<file path="src/rtl/ifmap_writer.sv">
// Input-feature-map row writer: streams upstream words into a row scratchpad and
// hands complete rows to a consumer. Define IFMAP_WRITER_DBLBUF_EN for two ping-pong banks.
module ifmap_writer #(
    parameter int DATA_W = 16,
    parameter int ADDR_W = 4
) (
    input  logic              clk,
    input  logic              rst,
    input  logic              start,
    input  logic [ADDR_W:0]   row_len,
    input  logic [7:0]        num_rows,
    input  logic              in_valid,
    input  logic [DATA_W-1:0] in_data,
    output logic              in_ready,
    output logic              spad_wen,
`ifdef IFMAP_WRITER_DBLBUF_EN
    output logic [ADDR_W:0]   spad_waddr,
`else
    output logic [ADDR_W-1:0] spad_waddr,
`endif
    output logic [DATA_W-1:0] spad_wdata,
    output logic              av_data,
    output logic              rd_bank,
    input  logic              next_row,
    output logic              busy,
    output logic              done
);

    typedef enum logic [1:0] {S_IDLE, S_FILL, S_HOLD} state_t;

    state_t            state_q, state_d;
    logic [ADDR_W:0]   len_q, len_d;
    logic [7:0]        nrows_q, nrows_d;
    logic [ADDR_W-1:0] wcnt_q, wcnt_d;
    logic [7:0]        loaded_q, loaded_d;
    logic [7:0]        released_q, released_d;
    logic [1:0]        full_q, full_d;
    logic              wr_bank_q, wr_bank_d;
    logic              rd_bank_q, rd_bank_d;
    logic              done_q, done_d;

    logic              ready_raw, transfer, release_row, row_last, more_rows;
    logic [ADDR_W:0]   len_m1, len_sat;
    logic [7:0]        released_inc;

    // Any length above the bank depth means "one full bank".
    assign len_sat      = row_len[ADDR_W] ? {1'b1, {ADDR_W{1'b0}}} : row_len;
    assign len_m1       = len_q - 1'b1;
    assign row_last     = ({1'b0, wcnt_q} == len_m1);
    assign more_rows    = (loaded_q < nrows_q);
    assign released_inc = released_q + 8'd1;

`ifdef IFMAP_WRITER_DBLBUF_EN
    assign ready_raw = (state_q == S_FILL) && !full_q[wr_bank_q] && more_rows;
`else
    assign ready_raw = (state_q == S_FILL) && more_rows;
`endif

    // Outputs are forced low while rst is high, before the registers have cleared.
    assign in_ready    = ready_raw && !rst;
    assign transfer    = in_valid && in_ready;
    assign av_data     = full_q[rd_bank_q] && !rst;
    assign release_row = next_row && av_data;

    assign spad_wen   = transfer;
    assign spad_wdata = transfer ? in_data : '0;
`ifdef IFMAP_WRITER_DBLBUF_EN
    assign spad_waddr = rst ? '0 : {wr_bank_q, wcnt_q};
`else
    assign spad_waddr = rst ? '0 : wcnt_q;
`endif
    assign rd_bank = rd_bank_q;
    assign busy    = (state_q != S_IDLE) && !rst;
    assign done    = done_q && !rst;

    always_comb begin
        // NOTE: every next-state value defaults to its current value so no path infers a latch.
        state_d    = state_q;
        len_d      = len_q;
        nrows_d    = nrows_q;
        wcnt_d     = wcnt_q;
        loaded_d   = loaded_q;
        released_d = released_q;
        full_d     = full_q;
        wr_bank_d  = wr_bank_q;
        rd_bank_d  = rd_bank_q;
        done_d     = 1'b0;

        case (state_q)
            S_IDLE: begin
                if (start && (row_len != '0) && (num_rows != '0)) begin
                    len_d      = len_sat;
                    nrows_d    = num_rows;
                    wcnt_d     = '0;
                    loaded_d   = '0;
                    released_d = '0;
                    full_d     = '0;
                    wr_bank_d  = 1'b0;
                    rd_bank_d  = 1'b0;
                    state_d    = S_FILL;
                end
            end
            default: begin
                if (transfer) begin
                    if (row_last) begin
                        wcnt_d            = '0;
                        loaded_d          = loaded_q + 8'd1;
                        full_d[wr_bank_q] = 1'b1;
`ifdef IFMAP_WRITER_DBLBUF_EN
                        wr_bank_d = ~wr_bank_q;
`else
                        state_d   = S_HOLD;
`endif
                    end else begin
                        wcnt_d = wcnt_q + 1'b1;
                    end
                end
                // Fill and release always target different banks, so both may apply at once.
                if (release_row) begin
                    full_d[rd_bank_q] = 1'b0;
                    released_d        = released_inc;
`ifdef IFMAP_WRITER_DBLBUF_EN
                    rd_bank_d = ~rd_bank_q;
`endif
                    if (released_inc == nrows_q) begin
                        state_d = S_IDLE;
                        done_d  = 1'b1;
                    end else begin
`ifndef IFMAP_WRITER_DBLBUF_EN
                        state_d = S_FILL;
`endif
                    end
                end
            end
        endcase
    end

    // NOTE: sequential state uses non-blocking assignments so all registers update together.
    always_ff @(posedge clk) begin
        if (rst) begin
            state_q    <= S_IDLE;
            len_q      <= '0;
            nrows_q    <= '0;
            wcnt_q     <= '0;
            loaded_q   <= '0;
            released_q <= '0;
            full_q     <= '0;
            wr_bank_q  <= 1'b0;
            rd_bank_q  <= 1'b0;
            done_q     <= 1'b0;
        end else begin
            state_q    <= state_d;
            len_q      <= len_d;
            nrows_q    <= nrows_d;
            wcnt_q     <= wcnt_d;
            loaded_q   <= loaded_d;
            released_q <= released_d;
            full_q     <= full_d;
            wr_bank_q  <= wr_bank_d;
            rd_bank_q  <= rd_bank_d;
            done_q     <= done_d;
        end
    end

endmodule

</file>
<file path="config.mk">
export PLATFORM = sky130hd
export DESIGN_NAME = ifmap_writer
export DESIGN_NICKNAME = d
export VERILOG_FILES = /design/src/rtl/ifmap_writer.sv
export SDC_FILE = /design/constraint.sdc
export NUM_CORES = 1
export LEC_CHECK = 0
export BUFFER_PORTS_ARGS = -buffer_cell sky130_fd_sc_hd__buf_2
export CAP_MARGIN = 10
export CORE_MARGIN = 2
export CORE_UTILIZATION = 40
export CTS_CLUSTER_SIZE = 10
export DETAILED_ROUTE_END_ITERATION = 8
export RECOVER_POWER = 50
export SYNTH_ARGS = -nofsm -noshare
export SYNTH_HDL_FRONTEND = slang
export SYNTH_SLANG_ARGS = --single-unit
</file>
<file path="constraint.sdc">
create_clock -name clk -period 4.5 [get_ports clk]
set_input_delay 0 -clock clk [delete_from_list [all_inputs] [get_ports clk]]
set_output_delay 0 -clock clk [all_outputs]
set_load 0.01 [all_outputs]
</file>
# Word level (Yosys, flattened, before mapping)
# Cells that the tools add are included.
[classes] n_reduce_logical=25 add_sub_neg=4 n_eq_ne=4 order_cmp=1 bitwise=1 muxes=25
[ops] operator="$mux W8" n=6
[ops] operator="$mux W4" n=5
[ops] operator="$add A8 B1 Y8 const B" n=2
[ops] operator="$mux W16" n=1
[ops] operator="$mux W2" n=7
[ops] operator="$logic_and A1 B1 Y1" n=9
[ops] operator="$eq A8 B8 Y1" n=1
[ops] operator="$lt A8 B8 Y1" n=1
[ops] operator="$reduce_bool A2 Y1" n=4
[ops] operator="$reduce_bool A8 Y1" n=1
[ops] operator="$reduce_and A2 Y1" n=3
[ops] operator="$reduce_and A3 Y1" n=2
[ops] operator="$reduce_bool A3 Y1" n=2
[ops] operator="$eq A4 B5 Y1" n=1
[ops] operator="$mux W1" n=5
[ops] operator="$mux W5" n=1
[ops] operator="$reduce_bool A5 Y1" n=1
[ops] operator="$sub A5 B1 Y5 const B" n=1
[ops] operator="$add A4 B1 Y4 const B" n=1
[ops] operator="$reduce_or A3 Y1" n=1
[ops] operator="$eq A2 B1 Y1 const B" n=1
[ops] operator="$logic_not A2 Y1" n=1
[ops] operator="$ne A2 B2 Y1 const B" n=1
[ops] operator="$logic_not A1 Y1" n=1
[ops] operator="$not A1 Y1" n=1
[word_totals] out_inout_bits=26 inputBits=34 register_bits=38 wordCells=69

# Longest topological paths before layout
[depth] depth_word=7 ltp_mapped=9 mapped_depth_nobuf=8

# Least setup slack after synthesis
# No wires, ideal clock.
[synth_path] path_type="register -> register" startpoint="reg nrows_q[1]" endpoint="reg state_q[1]" arrival_ps=1885 n_path_buf=1 path_slack_ps=2545 period_less_slack_ps=1955 stages_incl_launch_ff=10 setup_time_ps=71 cell_sequence="dfxtp_1 > inv_1 > ha_1 > or3b_2 > o2111ai_1 > a31o_2 > and2_1 > buf_4 > o21ai_0 > a21oi_1"
[synth_between] elab_chain_cells=6
[synth_lines] element="start: declaration" line="33" source="logic [7:0] nrows_q, nrows_d;"
[synth_lines] element="start signal: assignment" line="154" source="nrows_q <= nrows_d;"
[synth_lines] element="$lt A8 B8 Y1" line="50" source="assign more_rows = (loaded_q < nrows_q);"
[synth_lines] element="$logic_and A1 B1 Y1" line="56" source="assign ready_raw = (state_q == S_FILL) && more_rows;"
[synth_lines] element="$logic_and A1 B1 Y1" line="60" source="assign in_ready = ready_raw && !rst;"
[synth_lines] element="$logic_and A1 B1 Y1" line="61" source="assign transfer = in_valid && in_ready;"
[synth_lines] element="named net spad_wen" line="15" source="output logic spad_wen,"
[synth_lines] element="$reduce_bool A3 Y1 (no source line)"
[synth_lines] element="$reduce_and A3 Y1 (no source line)"
[synth_lines] element="end signal: assignment" line="152" source="state_q <= state_d;"
[synth_lines] element="end: declaration" line="31" source="state_t state_q, state_d;"
# The timed path passes the listed nets, and every way through them passes these cells.
# A chain may end at the register's enable or synchronous reset.

# Worst setup path in the final report
[layout_path] startpoint="reg nrows_q[1]" endpoint="reg loaded_q[4]"
[layout_between] elab_chain_cells=6
[layout_lines] element="$lt A8 B8 Y1" line="50"
[layout_lines] element="$logic_and A1 B1 Y1" line="56"
[layout_lines] element="$logic_and A1 B1 Y1" line="60"
[layout_lines] element="$logic_and A1 B1 Y1" line="61"
[layout_lines] element="$reduce_bool A2 Y1 (no source line)"
[layout_lines] element="$reduce_and A3 Y1 (no source line)"
[layout_lines] element="end signal: assignment" line="156" source="loaded_q <= loaded_d;"
[layout_lines] element="end: declaration" line="35" source="logic [7:0] loaded_q, loaded_d;"
# Every way passes these cells.

==> results.json <==
{
  "outcome": "finished clean",
  "core_area_sq_um": 5540,
  "dieArea_sq_um": 6410,
  "worstSetupPathType": "reg -> reg",
  "clockBufferDepth": 2,
  "fin_crit_sh": 0.597,
  "final_cells": 431,
  "numCtsBuffers": 5,
  "clk_pin_slew_worst_paths_ns": 0.07,
  "grt_pass1_vias": 2172,
  "crit_path_max_fanout": 19,
  "async_flop_share": 0,
  "initial_core_util": 0.418,
  "area_growth_pct": 21.3,
  "final_cell_mix": "buf_2 (44), dfxtp_1 (36), nand2_1 (32), a21oi_1 (23), nor2_1 (22)",
  "synth_cell_types": 53,
  "io_pins": 60,
  "required_ns": 4.69,
  "rr_worst_depth": 8,
  "nets": 404,
  "gr-total-overflow": 0,
  "fmax_mhz": 372,
  "final_area_sq_um": 2810,
  "viasPerCell": 5.39,
  "cts_tree": "built",
  "h-tree-depth": 2,
  "avgSynthCellArea_sq_um": 7.82,
  "yosysSeqAreaShare": 0.312,
  "worstSetupStartpoint": "nrows_q[1]",
  "setup_violations": 0,
  "grt_usage": 0.195,
  "critPathLaunchType": "flop",
  "r2r_end": "loaded_q[4]",
  "synth_edf_count": 0,
  "drt_iter0_markers": 115,
  "io_buffers": 58,
  "syn_inst": 296,
  "place_area_sq_um": 2620,
  "min_period_ns": 2.69,
  "root_buffer": "clkbuf_8",
  "p_total_mw": 0.698,
  "slew_violations": 0,
  "drt_wl_total_um": 5870,
  "hpwl_um": 4220,
  "synth_area_sq_um": 2310,
  "grt_max_degree": 37,
  "rows": 27,
  "r2r_start": "nrows_q[1]",
  "drive_gt1_frac": 0.162,
  "rrSetupSlack_ns": 1.81,
  "p_leak_nw": 1.12,
  "antenna-diode-count": 0,
  "dp.cells": 412,
  "ant_nets": 0,
  "hold-worst-slack_ns": 0.0184,
  "insertion_delay_ns": 0.28,
  "routedWlPerCell_um": 13.6,
  "endpoint": "loaded_q[4]",
  "max_cap_violations": 0,
  "synth_top_flop_cell": "dfxtp_1",
  "fin_tns_setup_ns": 0,
  "yosysWarnings": 0,
  "die_h_um": 80.1,
  "cts_sinks": 36,
  "maxSlewHeadroom": 0.345,
  "hp-class": "in -> reg",
  "synth_seq_cells": 36,
  "grt_pass1_wl_um": 10100,
  "dr_total_vias": 2324,
  "final_common_cell": "buf_2",
  "place_congestion": 0.782,
  "finalHoldViolCount": 0,
  "dr.pass1.iters": 4,
  "tightestPinTransition_ns": 0.979,
  "drc": 0,
  "endpoint_kind": "flop",
  "rsz0062_at_grt": "no",
  "antenna_found_initial": 0,
  "powerDensity_nw_per_um2": 249,
  "die_x_um": 80.1,
  "syn_nets": 341,
  "cts_resized": 0,
  "peakVddDrop_v": 0.0000933,
  "skew_ns": 0.00439,
  "worst-endpoint-arrival_ns": 2.88
}
==> critical path: stages (launching register included) <==
cell and delay (ns):
dfxtp_1 0.38, inv_1 0.06, ha_1 0.20, or3b_2 0.43, o2111ai_1 0.11, a31o_1 0.45, and2_1 0.48, nand2_1 0.18
o311ai_1 0.30
==> registers in the layout, summed over array words and instances, names as in the netlist <==
name	flops
released_q	8
wcnt_q	4
state_q	2
len_q	5
done_q	1
nrows_q	8
loaded_q	8
==> through the flow <==
| stage | setup WS [ns] | util |
|---|---|---|
| floorplan | 2.54 | - |
| global placement | 2.07 | 0.473 |
| detailed placement | 1.98 | 0.473 |
| CTS | 1.96 | 0.512 |
| global route | 1.55 | 0.506 |
| finish | 1.81 | 0.506 |
==> how the worst min path moves through the flow <==
stage,startpoint,end,slack [ns],cells after the start
6_report,row_len[4],len_q[4],0.02,3
5_1_grt,row_len[4],len_q[4],0.02,3
4_1_cts,row_len[4],len_q[4],0.02,3
3_5_place_dp,row_len[0],len_q[0],0.26,3
3_3_place_gp,num_rows[7],nrows_q[7],0.26,3
2_1_floorplan,num_rows[0],nrows_q[0],0.14,2
==> Yosys cell counts (all sizes together), types with 2 or more instances <==
cell type | n | share of area
dfxtp | 36 | 0.31
nand2 | 32 | 0.052
a21oi | 24 | 0.054
nor2 | 22 | 0.037
and3 | 21 | 0.057
nand3 | 17 | 0.037
o21ai | 16 | 0.035
inv | 12 | 0.019
xnor2 | 12 | 0.045
ha | 11 | 0.059
nor2b | 11 | 0.030
or3 | 8 | 0.022
a22oi | 7 | 0.025
buf | 7 | 0.021
clkbuf | 7 | 0.011
nor3 | 7 | 0.015
and2 | 6 | 0.016
o311ai | 5 | 0.019
nand3b | 4 | 0.013
or4 | 4 | 0.013
a211oi | 2 | 0.0087
nand2b | 2 | 0.0054
nand4 | 2 | 0.0054
o211ai | 2 | 0.0087
==> cells by family after synthesis <==
family | Yosys count | synth area share
and+or+nand+nor | 144 | 0.335
AOI/OAI and AO/OA | 64 | 0.188
DFF | 36 | 0.312
buffers and inverters | 26 | 0.0514
xor gates and xnor gates | 13 | 0.0492
adders and majority gates | 11 | 0.0595
other | 1 | 0.00162
muxes | 1 | 0.00433
==> layout make-up <==
class	instances	area [sq um]
tap	72	90.1
timing repair buffer	70	393
multi-input combinational	234	1460
inverter	12	45.0
sequential	36	721
fill	543	2740
clock buffer	7	96.3
==> layer usage <==
layer  GRT usage  up-vias  routed length [um]
met4      0.0390        0                  26
li1            -     1184                   -
met3      0.0382        4                 296
met2       0.326       74                2790
met5           0        -                   0
met1       0.261     1062                2760
==> repair_timing <==
item                                   CTS  global route
setup buffers                            0             0
endpoints found under the hold margin   12             0
hold buffers                            12             0
==> power breakdown <==
| part | total [mW] | leakage, nW | switching, mW | internal (mW) |
|---|---|---|---|---|
| Combinational | 0.114 | 0.781 | 0.0655 | 0.0488 |
| Sequential | 0.336 | 0.292 | 0.00899 | 0.327 |
| Clock | 0.248 | 0.0503 | 0.112 | 0.136 |
| Total | 0.698 | 1.12 | 0.186 | 0.512 |
No activity file was read; power rests on OpenSTA's default activity.
